[config.mk]
export PLATFORM = sky130hd
export DESIGN_NAME = coin_sprite_addr_gen
export DESIGN_NICKNAME = d
export VERILOG_FILES = /design/src/rtl/coin_pkg.sv /design/src/rtl/coin_anim_counter.sv /design/src/rtl/coin_sprite_addr_gen.sv
export SDC_FILE = /design/constraint.sdc
export NUM_CORES = 1
export LEC_CHECK = 0
export ABC_AREA = 1
export CORE_MARGIN = 3
export CORE_UTILIZATION = 58
export CTS_BUF_LIST = sky130_fd_sc_hd__clkbuf_16
export DETAILED_ROUTE_END_ITERATION = 6
export GPL_TIMING_DRIVEN = 0
export PLACE_DENSITY = 0.86
export RECOVER_POWER = 100
export SLEW_MARGIN = 15
export SYNTH_ARGS = -nofsm -noshare
export SYNTH_HDL_FRONTEND = slang
export SYNTH_SLANG_ARGS = --single-unit
[constraint.sdc]
create_clock -name pixel_clk_in -period 9 [get_ports pixel_clk_in]
set_input_delay 1.8 -clock pixel_clk_in [delete_from_list [all_inputs] [get_ports pixel_clk_in]]
set_output_delay 1.8 -clock pixel_clk_in [all_outputs]
set_load 0.05 [all_outputs]
[src/rtl/coin_pkg.sv]
// Shared constants for the coin sprite sheet, also imported by the coin renderer.
package coin_pkg;
    localparam int COIN_W          = 16;
    localparam int COIN_FRAME_H    = 16;
    localparam int NUM_FRAMES      = 4;
    localparam int COIN_ADDR_W     = 10;
    localparam int COIN_FRAME_BITS = 2;
    localparam int COIN_SHEET_SIZE = COIN_W * COIN_FRAME_H * NUM_FRAMES;
    localparam int COIN_W_SHIFT    = $clog2(COIN_W);
    localparam int COIN_H_SHIFT    = $clog2(COIN_FRAME_H);
    localparam int COIN_FRAME_SHIFT = COIN_W_SHIFT + COIN_H_SHIFT;
endpackage

[src/rtl/coin_anim_counter.sv]
// Animation step counter: one frame step every TICKS_PER_STEP enabled video frames.
module coin_anim_counter
    import coin_pkg::*;
#(
    parameter int TICKS_PER_STEP = 8
) (
    input  logic                       pixel_clk_in,
    input  logic                       rst_in,
    input  logic                       new_frame_in,
    input  logic                       anim_en_in,
    output logic [COIN_FRAME_BITS-1:0] frame_out
);
    localparam int TICK_W = (TICKS_PER_STEP > 1) ? $clog2(TICKS_PER_STEP) : 1;
    localparam logic [TICK_W-1:0] TICK_LAST = TICK_W'(TICKS_PER_STEP - 1);

    logic [TICK_W-1:0] tick;

    // Frame index wraps on its own because NUM_FRAMES is a power of two.
    always_ff @(posedge pixel_clk_in) begin
        if (rst_in) begin
            tick      <= '0;
            frame_out <= '0;
        end else if (new_frame_in && anim_en_in) begin
            if (tick == TICK_LAST) begin
                tick      <= '0;
                frame_out <= frame_out + 1'b1;
            end else begin
                tick <= tick + 1'b1;
            end
        end
    end
endmodule

[src/rtl/coin_sprite_addr_gen.sv]
// Coin sheet address generator with per-frame position latch; COIN_SCALE2X_EN
// doubles the on-screen footprint (each texel covers 2x2 pixels).
module coin_sprite_addr_gen
    import coin_pkg::*;
#(
    parameter int TICKS_PER_STEP = 8
) (
    input  logic                       pixel_clk_in,
    input  logic                       rst_in,
    input  logic [10:0]                hcount_in,
    input  logic [9:0]                 vcount_in,
    input  logic                       new_frame_in,
    input  logic [10:0]                coin_x_in,
    input  logic [9:0]                 coin_y_in,
    input  logic                       coin_active_in,
    input  logic                       anim_en_in,
    output logic [COIN_ADDR_W-1:0]     image_addr,
    output logic                       in_sprite,
    output logic [COIN_FRAME_BITS-1:0] anim_frame_out
);
`ifdef COIN_SCALE2X_EN
    localparam int SCALE_SHIFT = 1;
`else
    localparam int SCALE_SHIFT = 0;
`endif
    localparam int SPAN_W      = COIN_W << SCALE_SHIFT;
    localparam int SPAN_H      = COIN_FRAME_H << SCALE_SHIFT;
    localparam int ADDR_CALC_W = 12;

    logic [10:0]                shadow_x;
    logic [9:0]                 shadow_y;
    logic                       shadow_active;
    logic [COIN_FRAME_BITS-1:0] frame;

    coin_anim_counter #(.TICKS_PER_STEP(TICKS_PER_STEP)) u_anim (
        .pixel_clk_in (pixel_clk_in),
        .rst_in       (rst_in),
        .new_frame_in (new_frame_in),
        .anim_en_in   (anim_en_in),
        .frame_out    (frame)
    );

    assign anim_frame_out = frame;

    // Coin position is sampled once per video frame so a sprite never tears mid-scan.
    always_ff @(posedge pixel_clk_in) begin
        if (rst_in) begin
            shadow_x      <= '0;
            shadow_y      <= '0;
            shadow_active <= 1'b0;
        end else if (new_frame_in) begin
            shadow_x      <= coin_x_in;
            shadow_y      <= coin_y_in;
            shadow_active <= coin_active_in;
        end
    end

    logic                   hit_h, hit_v, hit;
    logic [10:0]            h_off;
    logic [9:0]             v_off;
    logic [COIN_ADDR_W-1:0] addr_next;

    // One extra bit on each axis keeps shadow + span from wrapping to column/row 0.
    always_comb begin
        hit_h = ({1'b0, hcount_in} >= {1'b0, shadow_x}) &&
                ({1'b0, hcount_in} <  ({1'b0, shadow_x} + 12'(SPAN_W)));
        hit_v = ({1'b0, vcount_in} >= {1'b0, shadow_y}) &&
                ({1'b0, vcount_in} <  ({1'b0, shadow_y} + 11'(SPAN_H)));
        hit   = hit_h && hit_v && shadow_active;
        h_off = hcount_in - shadow_x;
        v_off = vcount_in - shadow_y;
        addr_next = COIN_ADDR_W'((ADDR_CALC_W'(frame) << COIN_FRAME_SHIFT) +
                                 (ADDR_CALC_W'(v_off >> SCALE_SHIFT) << COIN_W_SHIFT) +
                                 ADDR_CALC_W'(h_off >> SCALE_SHIFT));
    end

    always_ff @(posedge pixel_clk_in) begin
        if (rst_in) begin
            image_addr <= '0;
            in_sprite  <= 1'b0;
        end else begin
            in_sprite <= hit;
            if (hit) begin
                image_addr <= addr_next;
            end
        end
    end
endmodule

==> metrics <==
status=finished, final reports clean; grt met3 use=4.32%; max_slew headroom=60.9%; endpoints failing setup=0; Slowest cell on crit path=dlygate4sd3_1; f_max=185 MHz; Seq/Total Area, Yosys=23.2%; Async SR Flop Fraction=0%; power density cells=166 nW/um2; most common cell after layout, fill and taps aside=nand2_1; M2 GR Usage=47.9%; FILL cells=406; commonest non-fill, non-tap cells in the layout=nand2_1, inv_1, ha_1; Clock Latency Late Sink=280 ps; Setup Buffers After CTS=0; Syn Nets=568; post_cts resized=0; Die Ht=81.2 um; diodes inserted=0; starting density of the core=61.9%; largest net degree at the start of global routing=14; GRT overflow=0; Worst-Margin Slew=587 ps; R2R Setup Slk=5360 ps; H-tree depth=2; hpwl dp=6290 um; cell mode on critical path=nand2_1; vias=3069; CP max stage delay=520 ps; final hold vios=0; setup TNS=0 ps; Syn Inst Count=458; Final period util=60.0%; final setup skew=4.95 ps; Core ar.=5300 um2; die area=6600 um2; routability cong.=0.890; ordered cell list for the critical path=dlygate4sd3_1 > inv_1 > ha_1 > fa_1 > inv_1 > a31oi_1 > xor2_1 > fa_1 > fa_1 > ha_1 > nand2_1 > inv_1 > a21oi_1 > nand2_1 > nand3_1 > nand3_1 > nand2_1 > nand3_1 > nand2_1 > nor2_1; row count=26; maximum vdd drop=0.102 mV; crit start category=primary input; layout net count=634; critical path arrival=5580 ps; clock tree root buffer cell=clkbuf_16; Fin Hold WS=465 ps; clk sink count=38; WL final=7880 um; Routed wire per std cell=13.2 um; first-pass GRT wire length=13300 um; EDFF count, synth=0; MaxCap Viol Count=0; CP top delay family=adder cells; total number of yosys warnings=0; grt peak-use layer=met2; I/O pin cnt=60; Final ANT Viol Nets=0; proportion of layout cells with a drive suffix above 1=2.86%; Synth Cell Area=3280 um2; die width=81.2 um; Buf/Inv on CP=4; HP Class=register to register; prevailing post-synth register cell=dfxtp_1; flops & latches, synth=38; crit path time final=5400 ps; Avg Vias per Cell=5.16; vias in the first global route=3091; DRT iter0 DRCs=166; CTS Buf Count=5; CP Capture Type=register; DRC Markers=0; clock buffer depth=2; unrepaired setup endpoints after global routing=false; GRT Total Usage=25.8%; P&R area growth vs syn=26.3%; fin. max-slew vios=0; worst-path fanout max=3; syn avg cell area=7.17 um2; Unique masters post-synth=26; WS Path Type=primary input to register; initial antenna violation count=0; worst path required time=9180 ps; met1 Use GR=30.2%; Reg clk slew, reported paths=60 ps; Port Buffer Count=59; hold_buf cts=0; Lkg Pwr=2.04 nW; CTS tree=built; number of iterations in the first detailed-routing pass=4
==> cell usage after synthesis (3+ instances only) <==
library cell / count / area, um2
xor2_1: 11 / 96.3
nand3_1: 34 / 170
a21o_1: 4 / 30.0
clkbuf_1: 5 / 18.8
inv_1: 73 / 274
buf_6: 4 / 45.0
o21ai_0: 26 / 130
dfxtp_1: 38 / 761
nor2_1: 42 / 158
fa_1: 11 / 220
nand4_1: 3 / 18.8
ha_1: 52 / 651
a21oi_1: 42 / 210
nand2_1: 90 / 338
xnor2_1: 7 / 61.3
==> worst paths after layout <==
check / start / to / cells after the start
worst max-delay path: vcount_in[0] / image_addr[9] / 20
worst min-delay path: shadow_y[3] / shadow_y[3] / 2
worst max register to register: shadow_y[0] / image_addr[9] / 18
worst min register to register: shadow_y[3] / shadow_y[3] / 2
==> through the flow <==
stage	power, mW	std cells	util (%)	cell area [um2]	worst slack, ps
after global placement	0.447	587	74.7	3960	3520
after global routing	0.739	595	78.2	4140	3340
after CTS	0.694	595	78.3	4150	3710
after detailed placement	0.456	587	74.7	3960	3470
after floorplan	0.381	458	-	3280	4210
final	0.690	595	78.2	4140	3600
==> power by group <==
group	leakage [nW]	internal, mW	total, mW	switching (mW)
clock network	0.0940	0.159	0.234	0.0745
logic	1.63	0.116	0.271	0.156
registers	0.313	0.177	0.184	0.00710
total	2.04	0.452	0.690	0.238
==> logic make-up (layout without fill, tap and decap cells) <==
group	Yosys count	count (layout)	share of synthesized area, %
buffers and inverters	85	152	10.7
XOR/XNOR	18	18	4.80
adder cells (fa/ha/maj)	63	63	26.5
flip-flops	38	38	23.2
AO/OA/AOI/OAI	77	77	12.4
AND/OR/NAND/NOR	177	177	22.4
==> tightest hold or removal path, cell delays in order (launching register included) <==
cell	delay [ps]
dfxtp_1	300
inv_1	60
a21oi_1	60
==> metal layers <==
| metal | up-vias | wire [um] |
|---|---|---|
| met1 | 1391 | 3390 |
| met4 | 0 | 105 |
| met5 | - | 0 |
| li1 | 1602 | - |
| met3 | 11 | 321 |
| met2 | 65 | 4060 |
==> flip-flops by register name, indices dropped and copies added, names as in the netlist <==
name,count
u_anim.tick,3
shadow_y,10
shadow_x,11
shadow_active,1
image_addr,10
u_anim.frame_out,2
in_sprite,1
==> layout make-up <==
type | count | area, um2 | area share [%]
plain buffers | 12 | 68.8 | 1.66
clock buffers | 5 | 125 | 3.02
clock inverters | 3 | 68.8 | 1.66
inverters | 73 | 274 | 6.61
multi-input cells | 335 | 2170 | 52.3
flip-flops and latches | 38 | 761 | 18.4
well taps | 70 | 87.6 | 2.11
repair buffers | 59 | 591 | 14.3
(Power assumes the default switching activity.)
